## src/rtl/accum_drain_if.sv

```systemverilog
// Read port to the accumulator column plus the valid/ready output stream.
interface accum_drain_if #(
  parameter int AW         = 10,
  parameter int DATA_WIDTH = 8
);
  logic                         rd_en;
  logic [AW-1:0]                rd_addr;
  logic signed [DATA_WIDTH-1:0] rd_data;
  logic                         out_valid;
  logic                         out_ready;
  logic signed [DATA_WIDTH-1:0] out_data;

  modport master (
    output rd_en, rd_addr, out_valid, out_data,
    input  rd_data, out_ready
  );

  modport slave (
    input  rd_en, rd_addr, out_valid, out_data,
    output rd_data, out_ready
  );
endinterface

```

## src/rtl/accum_drain.sv

```systemverilog
// Drains a row range of one accumulator column into a valid/ready stream; ACCUM_DRAIN_CLEAR_EN adds a column clear.
// Latency: start -> first rd_en next cycle, first out_valid three cycles after start.
// Backpressure: reads are credit-gated so the 4-entry FIFO absorbs stalls without overflow.

module sync_fifo #(
  parameter int WIDTH = 8,
  parameter int DEPTH = 4,
  parameter int CW    = $clog2(DEPTH + 1)
) (
  input  logic             clk,
  input  logic             rst_n,
  input  logic             push,
  input  logic [WIDTH-1:0] din,
  input  logic             pop,
  output logic [WIDTH-1:0] dout,
  output logic [CW-1:0]    count,
  output logic             empty
);
  localparam int PW = (DEPTH > 1) ? $clog2(DEPTH) : 1;

  logic [WIDTH-1:0] mem [DEPTH];
  logic [PW-1:0]    wr_ptr, rd_ptr;
  logic             full, do_push, do_pop;

  assign empty   = (count == '0);
  assign full    = (count == CW'(DEPTH));
  assign do_pop  = pop && !empty;
  assign do_push = push && (!full || do_pop);
  assign dout    = mem[rd_ptr];

  always_ff @(posedge clk or negedge rst_n) begin
    if (!rst_n) begin
      for (int i = 0; i < DEPTH; i++) mem[i] <= '0;
      wr_ptr <= '0;
      rd_ptr <= '0;
      count  <= '0;
    end else begin
      if (do_push) begin
        mem[wr_ptr] <= din;
        wr_ptr      <= (wr_ptr == PW'(DEPTH - 1)) ? '0 : wr_ptr + PW'(1);
      end
      if (do_pop) rd_ptr <= (rd_ptr == PW'(DEPTH - 1)) ? '0 : rd_ptr + PW'(1);
      case ({do_push, do_pop})
        2'b10:   count <= count + CW'(1);
        2'b01:   count <= count - CW'(1);
        default: count <= count;
      endcase
    end
  end
endmodule

module accum_drain #(
  parameter int  DATA_WIDTH     = 8,
  parameter int  MAX_OUT_ROWS   = 128,
  parameter int  MAX_OUT_COLS   = 128,
  parameter int  SYS_ARR_COLS   = 16,
  localparam int NUM_ACCUM_ROWS = MAX_OUT_ROWS * (MAX_OUT_COLS / SYS_ARR_COLS),
  localparam int AW             = $clog2(NUM_ACCUM_ROWS)
) (
  input  logic           clk,
  input  logic           rst_n,
  input  logic           start,
  input  logic [AW-1:0]  base_addr,
  input  logic [AW:0]    num_rows,
  output logic           busy,
  output logic           done,
  output logic           clear,
  accum_drain_if.master  bus
);
  localparam int FIFO_DEPTH = 4;
  localparam int FCW        = $clog2(FIFO_DEPTH + 1);

  typedef enum logic [2:0] {
    IDLE,
    READ,
    FLUSH,
`ifdef ACCUM_DRAIN_CLEAR_EN
    CLR,
`endif
    DONE
  } state_t;

  state_t                  state, next_state;
  logic [AW:0]             num_rows_q, issued;
  logic                    rd_en_q, rd_vld_d;
  logic [AW-1:0]           rd_addr_q;
  logic [FCW-1:0]          fifo_count, credit_used;
  logic                    fifo_empty;
  logic [DATA_WIDTH-1:0]   fifo_dout;
  logic [1:0]              inflight;
  logic                    issue, pop, drained;

  function automatic logic [AW-1:0] next_addr(input logic [AW-1:0] a);
    return (a == AW'(NUM_ACCUM_ROWS - 1)) ? '0 : a + AW'(1);
  endfunction

  assign inflight    = {1'b0, rd_en_q} + {1'b0, rd_vld_d};
  assign credit_used = fifo_count + FCW'(inflight);
  assign pop         = bus.out_valid && bus.out_ready;
  // Final word counts as drained on the cycle it handshakes, not the cycle after.
  assign drained     = (inflight == 2'd0) &&
                       (fifo_empty || ((fifo_count == FCW'(1)) && pop));

  always_comb begin
    issue = 1'b0;
    if (state == IDLE)
      issue = start && (num_rows != '0);
    else if (state == READ)
      issue = (issued < num_rows_q) && (credit_used < FCW'(FIFO_DEPTH));
  end

  always_comb begin
    next_state = state;
    case (state)
      IDLE:  if (start) next_state = READ;
      // A zero-length drain still spends one cycle in READ so done lands two cycles after start.
      READ:  if (issued == num_rows_q) next_state = (num_rows_q == '0) ? DONE : FLUSH;
`ifdef ACCUM_DRAIN_CLEAR_EN
      FLUSH: if (drained) next_state = CLR;
      CLR:   next_state = DONE;
`else
      FLUSH: if (drained) next_state = DONE;
`endif
      DONE:  next_state = IDLE;
      default: next_state = IDLE;
    endcase
  end

  always_ff @(posedge clk or negedge rst_n) begin
    if (!rst_n) begin
      state      <= IDLE;
      num_rows_q <= '0;
      issued     <= '0;
      rd_en_q    <= 1'b0;
      rd_vld_d   <= 1'b0;
      rd_addr_q  <= '0;
    end else begin
      state    <= next_state;
      rd_en_q  <= issue;
      rd_vld_d <= rd_en_q;
      if (state == IDLE) begin
        if (start) begin
          num_rows_q <= num_rows;
          issued     <= issue ? (AW+1)'(1) : '0;
          if (issue) rd_addr_q <= base_addr;
        end
      end else if (issue) begin
        issued    <= issued + (AW+1)'(1);
        rd_addr_q <= next_addr(rd_addr_q);
      end
    end
  end

  sync_fifo #(
    .WIDTH (DATA_WIDTH),
    .DEPTH (FIFO_DEPTH),
    .CW    (FCW)
  ) u_fifo (
    .clk   (clk),
    .rst_n (rst_n),
    .push  (rd_vld_d),
    .din   (bus.rd_data),
    .pop   (pop),
    .dout  (fifo_dout),
    .count (fifo_count),
    .empty (fifo_empty)
  );

  assign bus.rd_en     = rd_en_q;
  assign bus.rd_addr   = rd_addr_q;
  assign bus.out_valid = !fifo_empty;
  assign bus.out_data  = fifo_dout;
  assign busy          = (state != IDLE);
  assign done          = (state == DONE);
`ifdef ACCUM_DRAIN_CLEAR_EN
  assign clear         = (state == CLR);
`else
  assign clear         = 1'b0;
`endif
endmodule

```

## src/flat_wrapper.sv

```systemverilog
// flat-port wrapper written by rule: the top's interface ports become plain ports
module accum_drain_flat 
#(
  parameter int  DATA_WIDTH     = 8,
  parameter int  MAX_OUT_ROWS   = 128,
  parameter int  MAX_OUT_COLS   = 128,
  parameter int  SYS_ARR_COLS   = 16,
  localparam int NUM_ACCUM_ROWS = MAX_OUT_ROWS * (MAX_OUT_COLS / SYS_ARR_COLS),
  localparam int AW             = $clog2(NUM_ACCUM_ROWS)
)
  (clk, rst_n, start, base_addr, num_rows, busy, done, clear, bus_rd_en, bus_rd_addr, bus_out_valid, bus_out_data, bus_rd_data, bus_out_ready);
  accum_drain_if #(.AW((10)), .DATA_WIDTH(DATA_WIDTH)) bus_i ();
  input  logic clk;
  input  logic rst_n;
  input  logic start;
  input  logic [AW-1:0] base_addr;
  input  logic [AW:0] num_rows;
  output logic busy;
  output logic done;
  output logic clear;
  output wire logic [$bits(bus_i.rd_en)-1:0] bus_rd_en;
  output wire logic [$bits(bus_i.rd_addr)-1:0] bus_rd_addr;
  output wire logic [$bits(bus_i.out_valid)-1:0] bus_out_valid;
  output wire logic [$bits(bus_i.out_data)-1:0] bus_out_data;
  input wire logic [$bits(bus_i.rd_data)-1:0] bus_rd_data;
  input wire logic [$bits(bus_i.out_ready)-1:0] bus_out_ready;
  assign bus_rd_en = bus_i.rd_en;
  assign bus_rd_addr = bus_i.rd_addr;
  assign bus_out_valid = bus_i.out_valid;
  assign bus_out_data = bus_i.out_data;
  assign bus_i.rd_data = bus_rd_data;
  assign bus_i.out_ready = bus_out_ready;
  accum_drain #(.DATA_WIDTH(DATA_WIDTH), .MAX_OUT_ROWS(MAX_OUT_ROWS), .MAX_OUT_COLS(MAX_OUT_COLS), .SYS_ARR_COLS(SYS_ARR_COLS)) u_core (.clk(clk), .rst_n(rst_n), .start(start), .base_addr(base_addr), .num_rows(num_rows), .busy(busy), .done(done), .clear(clear), .bus(bus_i));
endmodule
```

## config.mk

```make
export PLATFORM = sky130hd
export DESIGN_NAME = accum_drain_flat
export DESIGN_NICKNAME = d
export VERILOG_FILES = /design/src/rtl/accum_drain_if.sv /design/src/rtl/accum_drain.sv /design/src/flat_wrapper.sv
export SDC_FILE = /design/constraint.sdc
export NUM_CORES = 1
export LEC_CHECK = 0
export ABC_AREA = 1
export BUFFER_PORTS_ARGS = -buffer_cell sky130_fd_sc_hd__clkbuf_2
export CAP_MARGIN = 20
export CORE_MARGIN = 2
export CORE_UTILIZATION = 43
export CTS_BUF_LIST = sky130_fd_sc_hd__clkbuf_8
export CTS_CLUSTER_DIAMETER = 80
export DETAILED_ROUTE_END_ITERATION = 8
export GPL_TIMING_DRIVEN = 0
export PLACE_DENSITY = 0.62
export SETUP_SLACK_MARGIN = 0.3
export SLEW_MARGIN = 0
export SYNTH_ARGS = -nofsm -noshare
export SYNTH_HDL_FRONTEND = slang
export SYNTH_SLANG_ARGS = --single-unit
export TNS_END_PERCENT = 100
```

## constraint.sdc

```tcl
create_clock -name clk -period 2.92 [get_ports clk]
set_input_delay 0.292 -clock clk [delete_from_list [all_inputs] [get_ports clk]]
set_output_delay 0.292 -clock clk [all_outputs]
set_load 0.03 [all_outputs]
```

* Word level (Yosys, flattened, before mapping)
Cells that the tools add are included.
** Storage, ports and cells
- Memories :: 0
- Memory bits (read-only) :: 0
- Output and inout port bits :: 23
- Bits in latches :: 0
- Bits in writable memories :: 0
- Input port bits :: 33
- Logic and storage cells :: 91
- Flip-flop bits (word level) :: 76
** Cells by class
- Div/mod/pow operators :: 0
- Order comparisons :: 5
- Reductions and logical operators :: 24
- Muxes and demuxes :: 25
- Multiply operators :: 0
- Add/subtract/negate cells :: 8
- Shifts and indexed selects :: 0
- Eq/ne operators :: 14
- Bitwise logic cells :: 2
** Operators with widths (count)
- two-way mux 10 bit :: 5
- two-way mux 11 bit :: 3
- bitwise mux 32 bit :: 1
- two-way mux 8 bit :: 3
- binary-select mux 8 bit (select 2 bit) :: 1
- demux 8 bit (select 2 bit) :: 1
- adder 11 x 1 -> 11 bit (second input constant) :: 1
- equality test 11 bit :: 1
- logical NOT 11 bit :: 1
- < comparator 11 bit :: 1
- nonzero test 11 bit :: 1
- adder 10 x 1 -> 10 bit (second input constant) :: 1
- equality test 10 bit (second input constant) :: 1
- two-way mux 3 bit :: 3
- one-hot mux 3 bit (3 select lines) :: 1
- logical AND 1 bit :: 8
- equality test 2 bit (second input constant) :: 3
- equality test 3 x 1 -> 1 bit (second input constant) :: 2
- equality test 3 x 2 -> 1 bit (second input constant) :: 2
- >= comparator 3 bit (second input constant) :: 2
- logical NOT 3 bit :: 2
- inverter 2 -> 3 bit :: 2
- one-hot mux 3 bit (2 select lines) :: 1
- AND reduction 2 bit :: 3
- 19 further kinds :: 28

* Depth between registers and ports, before layout
- Depth after elaboration :: 9
- Depth in mapped cells :: 13
- Depth with buffers taken out :: 12

* By module
Synthesis repeated with hierarchy kept, for this count alone.
** Unflattened totals
- Cells, all modules :: 605
- Area, all modules :: 4618.2 um^2
** By module, submodules not included
- accum_drain :: seq. area each 900.9 um^2, area each 2544.9 um^2, instances 1, cells each 369
- sync_fifo :: seq. area each 975.9 um^2, area each 2073.2 um^2, instances 1, cells each 236

* Least setup slack after synthesis
Ideal clock, no wire load.
- Kind :: register -> register
- Start :: register u_core.u_fifo.count[0]
- End :: register u_core.u_fifo.count[2]
- Period minus slack after synthesis :: 1.910 ns
- Data required time :: 2.802 ns
- Setup time :: 0.118 ns
- Stages on the path, launching flop included :: 11
- Data arrival time :: 1.792 ns
- Setup slack :: 1.010 ns
- Path buffers :: 0
- Path through :: dfrtp_1 -> inv_1 -> ha_1 -> nand2_1 -> nand2_1 -> inv_1 -> ha_1 -> nor2_1 -> o21ai_0 -> xor2_1 -> inv_1
** On the way
- Longest elaborated chain between the ends :: 8
- Elaborated cells between the ends (all ways) :: 14
- Classes of those cells :: add/sub: 2; eq/ne: 3; mux: 1; reduce/logical: 8
** Ends and longest elaborated chain
- start, declared :: line accum_drain.sv:16 : output logic [CW-1:0] count,
- start signal, assigned :: line accum_drain.sv:44 : 2'b10: count <= count + CW'(1);
- start signal, assigned :: line accum_drain.sv:45 : 2'b01: count <= count - CW'(1);
- start signal, assigned :: line accum_drain.sv:46 : default: count <= count;
- logical NOT 3 bit * :: line accum_drain.sv:25 : assign empty = (count == '0);
- logical NOT 1 bit * :: line accum_drain.sv:171 : assign bus.out_valid = !fifo_empty;
- named net bus_out_valid :: line flat_wrapper.sv:23 : output wire logic [$bits(bus_i.out_valid)-1:0] bus_out_valid;
- logical AND 1 bit :: line accum_drain.sv:99 : assign pop = bus.out_valid && bus.out_ready;
- logical AND 1 bit * :: line accum_drain.sv:27 : assign do_pop = pop && !empty;
- named net u_core.u_fifo.do_pop :: line accum_drain.sv:23 : logic full, do_push, do_pop;
- logical OR 1 bit :: line accum_drain.sv:28 : assign do_push = push && (!full || do_pop);
- logical AND 1 bit :: line accum_drain.sv:28
- equality test 2 x 1 -> 1 bit / equality test 2 bit (equally long branches) :: line accum_drain.sv:43 : case ({do_push, do_pop})
- one-hot mux 3 bit (2 select lines) / nonzero test 2 bit (equally long branches)
The timed path passes the listed nets; every way through them passes the cells marked *.
A chain may end at the register's enable or synchronous reset.

* Worst setup path after layout
- Start :: register u_core.u_fifo.rd_ptr[0]
- End :: output port bus_out_data[3]
** On the way
- Longest elaborated chain between the ends :: 4
** Ends and longest elaborated chain
- start, declared :: line accum_drain.sv:22 : logic [PW-1:0] wr_ptr, rd_ptr;
- start signal, assigned :: line accum_drain.sv:42 : if (do_pop) rd_ptr <= (rd_ptr == PW'(DEPTH - 1)) ? '0 : rd_ptr + PW'(1);
- inverter 2 -> 3 bit (not written as such) :: line accum_drain.sv:29 : assign dout = mem[rd_ptr];
- binary-select mux 8 bit (select 2 bit) :: line accum_drain.sv:29
- two-way mux 8 bit (not written as such) (2 in series) :: line accum_drain.sv:29
- end, declared :: line flat_wrapper.sv:24 : output wire logic [$bits(bus_i.out_data)-1:0] bus_out_data;
Every way passes these cells. The select of a mux whose other input is x is not followed.

==> results.cfg <==
[status]
status = complete, no violations

[routing]
wl_per_cell_um = 13.3
route.met2.wl_um = 5120
wl_met3_um = 429
ant_nets = 0
drc = 0
dr.pass1.iters = 4
drt-total-wl_um = 10200
vias = 3780
top_layer = met4
drt-met1-wl_um = 4530
first_iter_violations = 162
via_per_inst = 4.95

[global_route]
grt_max_degree = 40
antenna_found_initial = 0
grt_pass1_vias = 3768
grt_first_pass_wirelength_um = 17800
gr-total-overflow = 0
grt_use_total_pct = 20.1

[cts]
cts_root_buffer = clkbuf_8
clock_path_buffers = 2
clock_latency_ps = 350
clock_sinks = 75
cts_tree = built
htree_levels = 3
cts_buffers = 9
clk_pin_slew_ps = 80

[critical_path]
crit_required_ps = 2630
end_kind = output pin
cp-start-kind = flop
critPathKind = reg2out
arrival_ps = 2110
crit_fanout = 10

[sta]
setup_viol = 0
period_share_pct = 82.1
fmax_mhz = 417
skew_ps = 19.1
slew_violations = 0
rsz0062_at_grt = false
fin_hold_ws_ps = 170
finalHoldViolCount = 0
setup_tns_ps = 0
relSlewSlack_pct = 62.9
period_needed_ps = 2400
tightest_slew_ps = 556
setup_slack_ps = 522

[placed_design]
gp_congestion = 0.783
hpwl_um = 7300
pre_cts_slack_ps = 741
dpl-instance-area_mm2 = 0.00478
dp_cells = 747
io_buffers = 54

[job]
cap_violations = 0

[power_and_ir_drop]
p_leak_uw = 0.00268
peakVddDrop_uv = 486
power_density_mw_per_mm2 = 1060

[yosys]
synth_nets = 623
synth.avg_cell_area_um2 = 7.74
ys_async_sr_fraction_pct = 100
ys_warn_count = 0
ys_types = 31
syn_area_mm2 = 0.00433
ys_ff_latch = 75
synth_edf_count = 0
synthCells = 559
ys_seq_area_share_pct = 43.4
ys.flop_type = dfrtp_1

[floorplan]
rows = 36
die_x_um = 104
core_area_mm2 = 0.00977
start_util_pct = 44.3
die_area_mm2 = 0.0109
ios = 56
die_h_um = 104

[cells_and_area]
final_cells = 764
finalInstanceArea_mm2 = 0.00502
diodes = 0
area_delta_synth_final_pct = 16.1
layout_common_cells = 164 x nand2_1, 75 x dfrtp_1, 69 x o21ai_0
drive_gt1_share_pct = 14.4
nets = 690
final_common_cell = nand2_1

[hold_path]
hold_path.class = in2reg
## cells in the mapped netlist (2+ instances only)
cell	instances	share of area, %
a21oi_1	4	0.46
buf_2	5	0.58
buf_6	3	0.78
clkbuf_1	7	0.61
dfrtp_1	75	43
ha_1	31	9.0
inv_1	65	5.6
nand2_1	164	14
nand2_4	2	0.52
nand3_1	39	4.5
nand4_1	10	1.4
nor2_1	45	3.9
o21ai_0	69	8.0
o21ai_1	3	0.35
o21bai_1	2	0.35
o22ai_1	8	1.2
or2_2	3	0.43
xnor2_1	4	0.81
xor2_1	8	1.6
## worst max-delay path, cell delays in order (launching register included)
cell and delay, ps:
dfrtp_1 380, clkbuf_1 220, inv_1 270, clkbuf_2 310, nor2_1 70, o22ai_1 250, clkbuf_2 250
## state kept, by name, indices dropped and copies added, names as in the netlist, 2 cells and up
register,cells
u_core.issued,11
u_core.state,2
u_core.u_fifo.mem,32
u_core.num_rows_q,11
u_core.bus.rd_addr,10
u_core.u_fifo.rd_ptr,2
u_core.u_fifo.count,3
u_core.u_fifo.wr_ptr,2
## stage by stage
step	power, µW	utilization, %
after floorplan	3680	-
after global placement	4340	48.7
after detailed placement	4430	49.0
after CTS	5360	51.4
after global routing	5840	51.4
final	5310	51.4
## power breakdown
| part | internal, µW | switching, µW | total, µW |
|---|---|---|---|
| registers | 1470 | 368 | 1840 |
| clock network | 505 | 410 | 915 |
| logic | 878 | 1690 | 2560 |
## metal layers
metal	vias to the layer above	track usage, %
met5	-	0
met4	0	7.43
met3	8	3.07
met2	71	33.9
met1	1776	26.2
li1	1925	-
## final timing paths
path / start / endpoint / slack [ps] / depth (start not counted)
max: u_core.u_fifo.rd_ptr[0] / bus_out_data[3] / 520 / 6
min: num_rows[9] / u_core.num_rows_q[9] / 170 / 3
max reg2reg: u_core.u_fifo.count[0] / u_core.u_fifo.count[2] / 880 / 9
min reg2reg: u_core.u_fifo.mem[9] / u_core.u_fifo.mem[9] / 490 / 2
max in group asynchronous: rst_n / u_core.bus.rd_addr[0] / 1800 / 3
min in group asynchronous: rst_n / u_core.u_fifo.mem[16] / 510 / 2
## layout make-up
class / count / area [µm²]
clock buffers: 10 / 138
repair buffers: 56 / 303
clock inverters: 6 / 87.6
well taps: 133 / 166
multi-input cells: 402 / 2110
inverters: 66 / 248
plain buffers: 16 / 93.8
flip-flops and latches: 75 / 1880
fillers: 994 / 4750
## repair_timing
| item | 4_1_cts | 5_1_grt |
|---|---|---|
| setup endpoints to repair | 0 | 4 |
| hold buffers | 1 | 0 |
| gates resized for setup | 0 | 2 |
| buffers inserted | 0 | 0 |
| endpoints found under the hold margin | 36 | 0 |
## logic make-up after synthesis
group                      count (synthesis)  synth area share, %
xor gates and xnor gates                  12                 2.43
other                                      1               0.0867
buffers and inverters                     82                 7.87
and+or+nand+nor                          269                 26.1
AOI/OAI and AO/OA                         89                 11.1
DFF                                       75                 43.4
adders and majority gates                 31                 8.97
Power figures use the tool's default switching activity.
